--- src/rtl/vsync_pkg.sv ---
// Shared types and default parameter values for the vsync frame sequencer.
package vsync_pkg;
  localparam int FRAME_CNT_W_DEF = 8;
  localparam int TIMEOUT_W_DEF   = 24;
  localparam int SYNC_STAGES_DEF = 2;
  localparam int VSYNC_POL_DEF   = 1;

  typedef enum logic [1:0] {
    ST_IDLE    = 2'd0,
    ST_ARM     = 2'd1,
    ST_CAPTURE = 2'd2
  } state_e;
endpackage

--- src/rtl/vsync_edge_sync.sv ---
// Brings the camera vsync into the clk domain and flags its active edge.
module vsync_edge_sync #(
  parameter int SYNC_STAGES = 2,
  parameter int VSYNC_POL   = 1
) (
  input  logic clk,
  input  logic reset,
  input  logic i_vsync,
  output logic o_edge
);
  localparam logic INACT = (VSYNC_POL == 0);

  logic [SYNC_STAGES-1:0] r_sync;
  logic                   r_prev;
  logic                   w_last;

  // Everything resets to the inactive level so release never looks like an edge.
  always_ff @(posedge clk or posedge reset) begin
    if (reset) begin
      r_sync <= {SYNC_STAGES{INACT}};
      r_prev <= INACT;
    end else begin
      r_sync <= {r_sync[SYNC_STAGES-2:0], i_vsync};
      r_prev <= r_sync[SYNC_STAGES-1];
    end
  end

  assign w_last = r_sync[SYNC_STAGES-1];
  assign o_edge = (w_last != r_prev) && (w_last != INACT);
endmodule

--- src/rtl/vsync_frame_seq.sv ---
// Captures a requested number of frames delimited by vsync edges, with an
// optional inter-edge timeout and abort.
module vsync_frame_seq
  import vsync_pkg::*;
#(
  parameter int FRAME_CNT_W = FRAME_CNT_W_DEF,
  parameter int TIMEOUT_W   = TIMEOUT_W_DEF,
  parameter int SYNC_STAGES = SYNC_STAGES_DEF,
  parameter int VSYNC_POL   = VSYNC_POL_DEF
) (
  input  logic                   clk,
  input  logic                   reset,
  input  logic                   vsync,
  input  logic                   start,
  input  logic                   abort,
  input  logic [FRAME_CNT_W-1:0] num_frames,
  input  logic [TIMEOUT_W-1:0]   timeout_cycles,
  output logic                   frame_active,
  output logic                   frame_start,
  output logic [FRAME_CNT_W-1:0] frame_idx,
  output logic                   busy,
  output logic                   done,
  output logic                   timeout_err
);
  state_e                 r_state;
  logic [FRAME_CNT_W-1:0] r_count;
  logic [TIMEOUT_W-1:0]   r_tmo_lim;
  logic [TIMEOUT_W-1:0]   r_tmo;
  logic                   w_edge;
  logic [TIMEOUT_W-1:0]   w_tmo_nxt;
  logic                   w_tmo_hit;
  logic                   w_last;

  vsync_edge_sync #(
    .SYNC_STAGES (SYNC_STAGES),
    .VSYNC_POL   (VSYNC_POL)
  ) u_sync (
    .clk     (clk),
    .reset   (reset),
    .i_vsync (vsync),
    .o_edge  (w_edge)
  );

  // Timeout fires on the cycle the count reaches the limit, so a limit of N
  // ends the capture N cycles after the last clear.
  assign w_tmo_nxt = r_tmo + 1'b1;
  assign w_tmo_hit = (r_tmo_lim != '0) && (w_tmo_nxt == r_tmo_lim);
  assign w_last    = (frame_idx == r_count - 1'b1);

  always_ff @(posedge clk or posedge reset) begin
    if (reset) begin
      r_state      <= ST_IDLE;
      r_count      <= '0;
      r_tmo_lim    <= '0;
      r_tmo        <= '0;
      frame_active <= 1'b0;
      frame_start  <= 1'b0;
      frame_idx    <= '0;
      busy         <= 1'b0;
      done         <= 1'b0;
      timeout_err  <= 1'b0;
    end else begin
      frame_start <= 1'b0;
      case (r_state)
        ST_IDLE: begin
          if (start) begin
            timeout_err <= 1'b0;
            if (num_frames != '0) begin
              r_count   <= num_frames;
              r_tmo_lim <= timeout_cycles;
              r_tmo     <= '0;
              done      <= 1'b0;
              busy      <= 1'b1;
              r_state   <= ST_ARM;
            end else begin
              done <= 1'b1;
            end
          end
        end
        ST_ARM, ST_CAPTURE: begin
          // Priority: abort, then edge, then timeout.
          if (abort) begin
            r_state      <= ST_IDLE;
            frame_active <= 1'b0;
            busy         <= 1'b0;
          end else if (w_edge) begin
            r_tmo <= '0;
            if (r_state == ST_ARM) begin
              r_state      <= ST_CAPTURE;
              frame_idx    <= '0;
              frame_active <= 1'b1;
              frame_start  <= 1'b1;
            end else if (w_last) begin
              r_state      <= ST_IDLE;
              frame_active <= 1'b0;
              busy         <= 1'b0;
              done         <= 1'b1;
            end else begin
              frame_idx   <= frame_idx + 1'b1;
              frame_start <= 1'b1;
            end
          end else if (w_tmo_hit) begin
            r_state      <= ST_IDLE;
            frame_active <= 1'b0;
            busy         <= 1'b0;
            timeout_err  <= 1'b1;
          end else begin
            r_tmo <= w_tmo_nxt;
          end
        end
        default: r_state <= ST_IDLE;
      endcase
    end
  end
endmodule

--- config.mk ---
export PLATFORM = sky130hd
export DESIGN_NAME = vsync_frame_seq
export DESIGN_NICKNAME = d
export VERILOG_FILES = /design/src/rtl/vsync_pkg.sv /design/src/rtl/vsync_edge_sync.sv /design/src/rtl/vsync_frame_seq.sv
export SDC_FILE = /design/constraint.sdc
export NUM_CORES = 1
export LEC_CHECK = 0
export BUFFER_PORTS_ARGS = -buffer_cell sky130_fd_sc_hd__buf_2
export CORE_ASPECT_RATIO = 1.2
export CORE_MARGIN = 5
export CORE_UTILIZATION = 30
export CTS_CLUSTER_DIAMETER = 50
export DETAILED_ROUTE_END_ITERATION = 12
export PLACE_DENSITY_LB_ADDON = 0.05
export SLEW_MARGIN = 30
export SYNTH_ARGS = -nofsm -noshare
export SYNTH_HDL_FRONTEND = slang
export SYNTH_SLANG_ARGS = --single-unit
--- constraint.sdc ---
create_clock -name clk -period 3 [get_ports clk]
set_input_delay 0.3 -clock clk [delete_from_list [all_inputs] [get_ports clk]]
set_output_delay 0.3 -clock clk [all_outputs]
set_load 0.02 [all_outputs]
After elaboration in Yosys (flattened, before gate mapping)
Index checks and enable logic that the tools add are counted.
- $add $sub $neg: 3
- $lt $le $gt $ge: 0
- mux-type cells: 44
- bitwise operators: 1
- divide/modulo/power cells: 0
- reduce and logical (&&, ||, !) cells: 16
- multipliers: 0
- shift operators: 0
- eq/ne operators: 20
- operator list (operator ; count):
    two-way mux 24 bit ; 5
    case mux 24 bit (2 select lines) ; 1
    two-way mux 1 bit ; 25
    adder 24 x 1 -> 24 bit, second input constant ; 1
    == test 24 bit ; 1
    nonzero test 24 bit ; 1
    two-way mux 8 bit ; 2
    two-way mux 2 bit ; 7
    != test 2 bit, second input constant ; 7
    != test 4 bit, second input constant ; 3
    AND reduction 6 bit ; 2
    AND reduction 5 bit ; 2
    adder 8 x 1 -> 8 bit, second input constant ; 1
    == test 8 bit ; 1
    AND reduction 4 bit ; 2
    nonzero test 8 bit ; 1
    subtractor 8 x 1 -> 8 bit, second input constant ; 1
    case mux 1 bit (2 select lines) ; 3
    AND reduction 3 bit ; 2
    != test 5 bit, second input constant ; 1
    != test 2 x 1 -> 1 bit, second input constant ; 2
    != test 4 x 3 -> 1 bit, second input constant ; 1
    case mux 2 bit (2 select lines) ; 1
    != test 3 x 2 -> 1 bit, second input constant ; 1
    other kinds (9) ; 10
- bits in read-only memories: 0
- output and inout bits: 13
- memories kept: 0
- memory bits (writable): 0
- latch bits: 0
- input bits: 37
- logic and storage cells: 96
- flip-flop bits (word level): 74

Longest topological paths before layout
- depth in word-level cells: 7
- gate-level depth with buffers: 12
- mapped depth without buffers: 10

Hierarchy
A second synthesis with hierarchy kept.
- cells, all modules: 479
- area total of the unflattened synthesis: 4535.6 sq um
- modules (own cells, without submodules) (module ; cells an instance ; seq. area each (sq um) ; instances ; area each (sq um)):
    vsync_frame_seq ; 474 ; 1776.7 ; 1 ; 4443.0
    vsync_edge_sync ; 5 ; 75.1 ; 1 ; 92.6

Worst setup path after synthesis
No wires, ideal clock.
- kind: reg-to-reg
- from: register r_tmo[0]
- to: register r_tmo[23]
- setup time: 0.133 ns
- cell stages (with the launch flop): 12
- required time: 2.867 ns
- slack: -0.044 ns
- arrival: 2.911 ns
- clock period less this slack: 3.044 ns
- cells stage by stage: dfrtp_1 > ha_1 > nand3_2 > or4_4 > nor4_2 > o21ai_1 > a221o_2 > and4b_1 > buf_6 > buf_6 > a2bb2oi_2 > nand2_1
- cells in the longest elaborated chain, start to end: 5
- elaborated cells between the ends (all ways): 9
- ends and longest elaborated chain (item ; RTL line ; RTL):
    start, declared ; vsync_frame_seq.sv:28 ; logic [TIMEOUT_W-1:0] r_tmo;
    start signal, assigned ; vsync_frame_seq.sv:108 ; r_tmo <= w_tmo_nxt;
    adder 24 x 1 -> 24 bit (*) ; vsync_frame_seq.sv:46 ; assign w_tmo_nxt = r_tmo + 1'b1;
    == test 24 bit / two-way mux 24 bit (equally long branches) ; vsync_frame_seq.sv:47, vsync_frame_seq.sv:102 ;
    logical AND 1 bit / two-way mux 24 bit (equally long branches) ; vsync_frame_seq.sv:47, vsync_frame_seq.sv:86 ;
    != test 3 x 2 -> 1 bit (no source line) / two-way mux 24 bit (equally long branches) ; - ;
    AND reduction 5 bit (no source line) / case mux 24 bit (2 select lines) (equally long branches) ; - ;
Every way passes the cells marked *; elsewhere a longest branch is shown, timed or not. The select of a mux whose other input is x is not followed.
A chain may end at the register's enable or synchronous reset.

Worst setup path after layout
- from: register r_tmo[1]
- to: register r_tmo[1]
Same word-level chain as after synthesis.

==> run summary <==
Placed Area: 0.00564 mm2
GPL Wtd Cong: 0.861
Synth area leaders: dfrtp_1 (39%), mux2_2 (7.3%), xor2_1 (5.1%)
CP cell instances: ha_4, nand3_4, buf_6, nor4_2, and3_1, o21ai_0, a221o_2, and4b_4, nand2b_1, buf_12, o21ai_0
Hold WS: 0.0650 ns
Syn-to-layout area delta: 28.6%
Top FF cell, synth: dfrtp_1
TritonRoute pass-1 iters: 5
Synth warn: 0
Clock Tree Buf Depth: 2
First-pass GRT wire length: 24,900 um
Congestion Overflow GR: 0
Top delay family on crit path: simple AND/OR/NAND/NOR gates
Slew Viols, Final: 0
Async S/R FF share, synth: 100%
Worst Setup Path Type: reg2reg
DR vias/cell: 5.30
CTS sink count: 74
Relative slew slack: 47.7%
Total wire length: 15,600 um
All-Layer GR Usage: 16.9%
Static Leak: 2.53 nW
CP bufs+invs: 2
Die ar.: 0.0185 mm2
Synthesized Nets: 555
Antenna fix cells: 0
Max-Cap Viols: 0
Status: finished clean
Worst Skew: 0.00679 ns
P per Cell Area: 760 mW/mm2
Largest net degree at the start of global routing: 45
Mapped Cells: 511
CP max-delay cell: nor4_2
Vias: 4,353
Vias in the first global route: 4,548
CP Capture Type: flip-flop
Yosys reg bits: 74
Post-route cell area: 0.00613 mm2
H-tree Lvls: 3
Final period utilization: 97.5%
Share of the synthesized area in the top cell type: 38.9%
CTS root buf: clkbuf_16
EDFF count, synth: 0
HP Class: in2async
Sequential-to-total area share from yosys stat: 38.9%
Post-route antenna net violation count: 0
Layout fillers: 1,543
Max Fanout on Critical Path: 9
Fmax: 342 MHz
Ports: 50
Mean Syn Cell Area: 9.32 um2
Final hold violation count: 0
Die height: 148 um
Die Span X: 125 um
Clock latency on the worst-skew pair: 0.34 ns
Initial antenna violation count: 0
1st-iter DRT viols: 266
Largest area contributor in the netlist: dfrtp_1
Final net count: 653
Core ar.: 0.0156 mm2
Least-Margin Pin Slew: 0.781 ns
Setup Viol. Count Final: 0
Tmin final: 2.92 ns
IR drop worst, VDD: 447 uV
Starting density of the core: 30.6%
Power after layout: 4.66 mW
DRC viols: 0
Buffers on Ports: 49
Yosys cell types: 62
Top cell by count, worst path: o21ai_0
Share of post-route cells with drive strength above 1: 32.9%
Row count: 50
WP data arrival: 3.14 ns
Startpoint types: flip-flop
Detailed placement HPWL: 11,700 um
TritonCTS Buffers: 9
CTS tree: yes
Netlist Area Pre-Place: 0.00476 mm2
Commonest cells after routing, fill and taps aside: dfrtp_1 (67), buf_4 (67), buf_2 (49), nand2_1 (43), mux2_2 (31)
Critical path's largest stage delay: 0.41 ns
DR WL/cell: 19.0 um
Clk pin slew, worst setup/hold paths: 0.06 ns
WP data required: 3.22 ns
sequential cells by signal, summed over array words and instances (netlist names):
name and flops:
r_tmo 24, r_tmo_lim 24, frame_idx 8, r_count 8, r_state 2, u_sync.r_sync 2, busy 1, done 1
frame_active 1, frame_start 1, timeout_err 1, u_sync.r_prev 1
per-layer routing:
metal | up-vias | GRT usage (%) | part of all wire (%)
met1 | 2109 | 21.0 | 43
li1 | 2089 | - | -
met4 | 0 | 5.64 | 2.6
met5 | - | 0 | 0
met2 | 125 | 29.8 | 50
met3 | 30 | 2.73 | 4.4
Yosys cell counts (all sizes together) (4+ instances only):
master and instances:
o21ai 22, xor2 28, nor3 10, ha 7, nand3 24, nor2 31
a21oi 19, mux2 31, buf 14, xnor2 21, and3 8, and2 4
o31ai 12, o211ai 7, a31oi 7, nor4 20, mux2i 5, nand2 43
or4 13, o22ai 4, dfrtp 74, nand2b 4, inv 18, o311ai 8
nand4 19, clkbuf 19
power by group:
| part | internal (mW) | leakage (nW) | switching (mW) | total, mW |
|---|---|---|---|---|
| registers | 1.28 | 0.932 | 0.330 | 1.61 |
| clock network | 0.646 | 0.139 | 0.462 | 1.11 |
| logic | 0.862 | 1.46 | 1.08 | 1.94 |
| total | 2.79 | 2.53 | 1.87 | 4.66 |
final cells by class:
cell class,count,area [um2],share of cell area [%]
flip-flops and latches,74,1860,30.4
repair buffers,120,825,13.5
multi-input cells,386,2820,46.0
inverters,18,68.8,1.12
well taps,208,260,4.25
clock inverters,6,67.6,1.10
clock buffers,10,229,3.74
path summary, 6_finish.rpt:
kind / cells past startpoint / slack, ns / endpoint / startpoint
min reg2reg: 0 / 0.35 / u_sync.r_sync[1]$_DFF_PP0_ / u_sync.r_sync[0]$_DFF_PP0_
max in group asynchronous: 3 / 2.18 / r_tmo[10]$_DFFE_PP0P_ / reset
min: 2 / 0.07 / r_tmo_lim[16]$_DFFE_PP0P_ / reset
max reg2reg: 11 / 0.08 / r_tmo[1]$_DFFE_PP0P_ / r_tmo[1]$_DFFE_PP0P_
min in group clk: 1 / 0.07 / u_sync.r_sync[0]$_DFF_PP0_ / vsync
max: 11 / 0.08 / r_tmo[1]$_DFFE_PP0P_ / r_tmo[1]$_DFFE_PP0P_
cell families (layout without fill, tap and decap cells):
kind of cell,Yosys count,after routing,share of synthesized area (%)
buffers and inverters,51,154,4.86
xor gates and xnor gates,49,49,9.01
adders and majority gates,8,8,2.05
and+or+nand+nor,193,193,22.5
AOI/OAI and AO/OA,100,100,14.4
DFF,74,74,38.9
muxes,36,36,8.38
per-stage QoR:
| stage | cells | setup WS [ns] | utilization [%] | setup TNS (ns) |
|---|---|---|---|---|
| after floorplan | 511 | 0.00755 | - | 0 |
| after global placement | 802 | -0.0337 | 36.2 | -0.0998 |
| after detailed placement | 802 | -0.0896 | 36.2 | -0.481 |
| after CTS | 818 | 0.00763 | 38.2 | 0 |
| after global routing | 822 | -0.00776 | 39.3 | -0.00776 |
| final | 822 | 0.0757 | 39.3 | 0 |
what timing repair did:
action / in CTS / in global routing
resized for setup: 3 / 31
endpoints found under the setup margin: 14 / 28
gates cloned: 0 / 1
pin swaps: 0 / 12
buffers inserted: 0 / 3
hold buffers: 0 / 0
No activity file was read; power rests on OpenSTA's default activity.
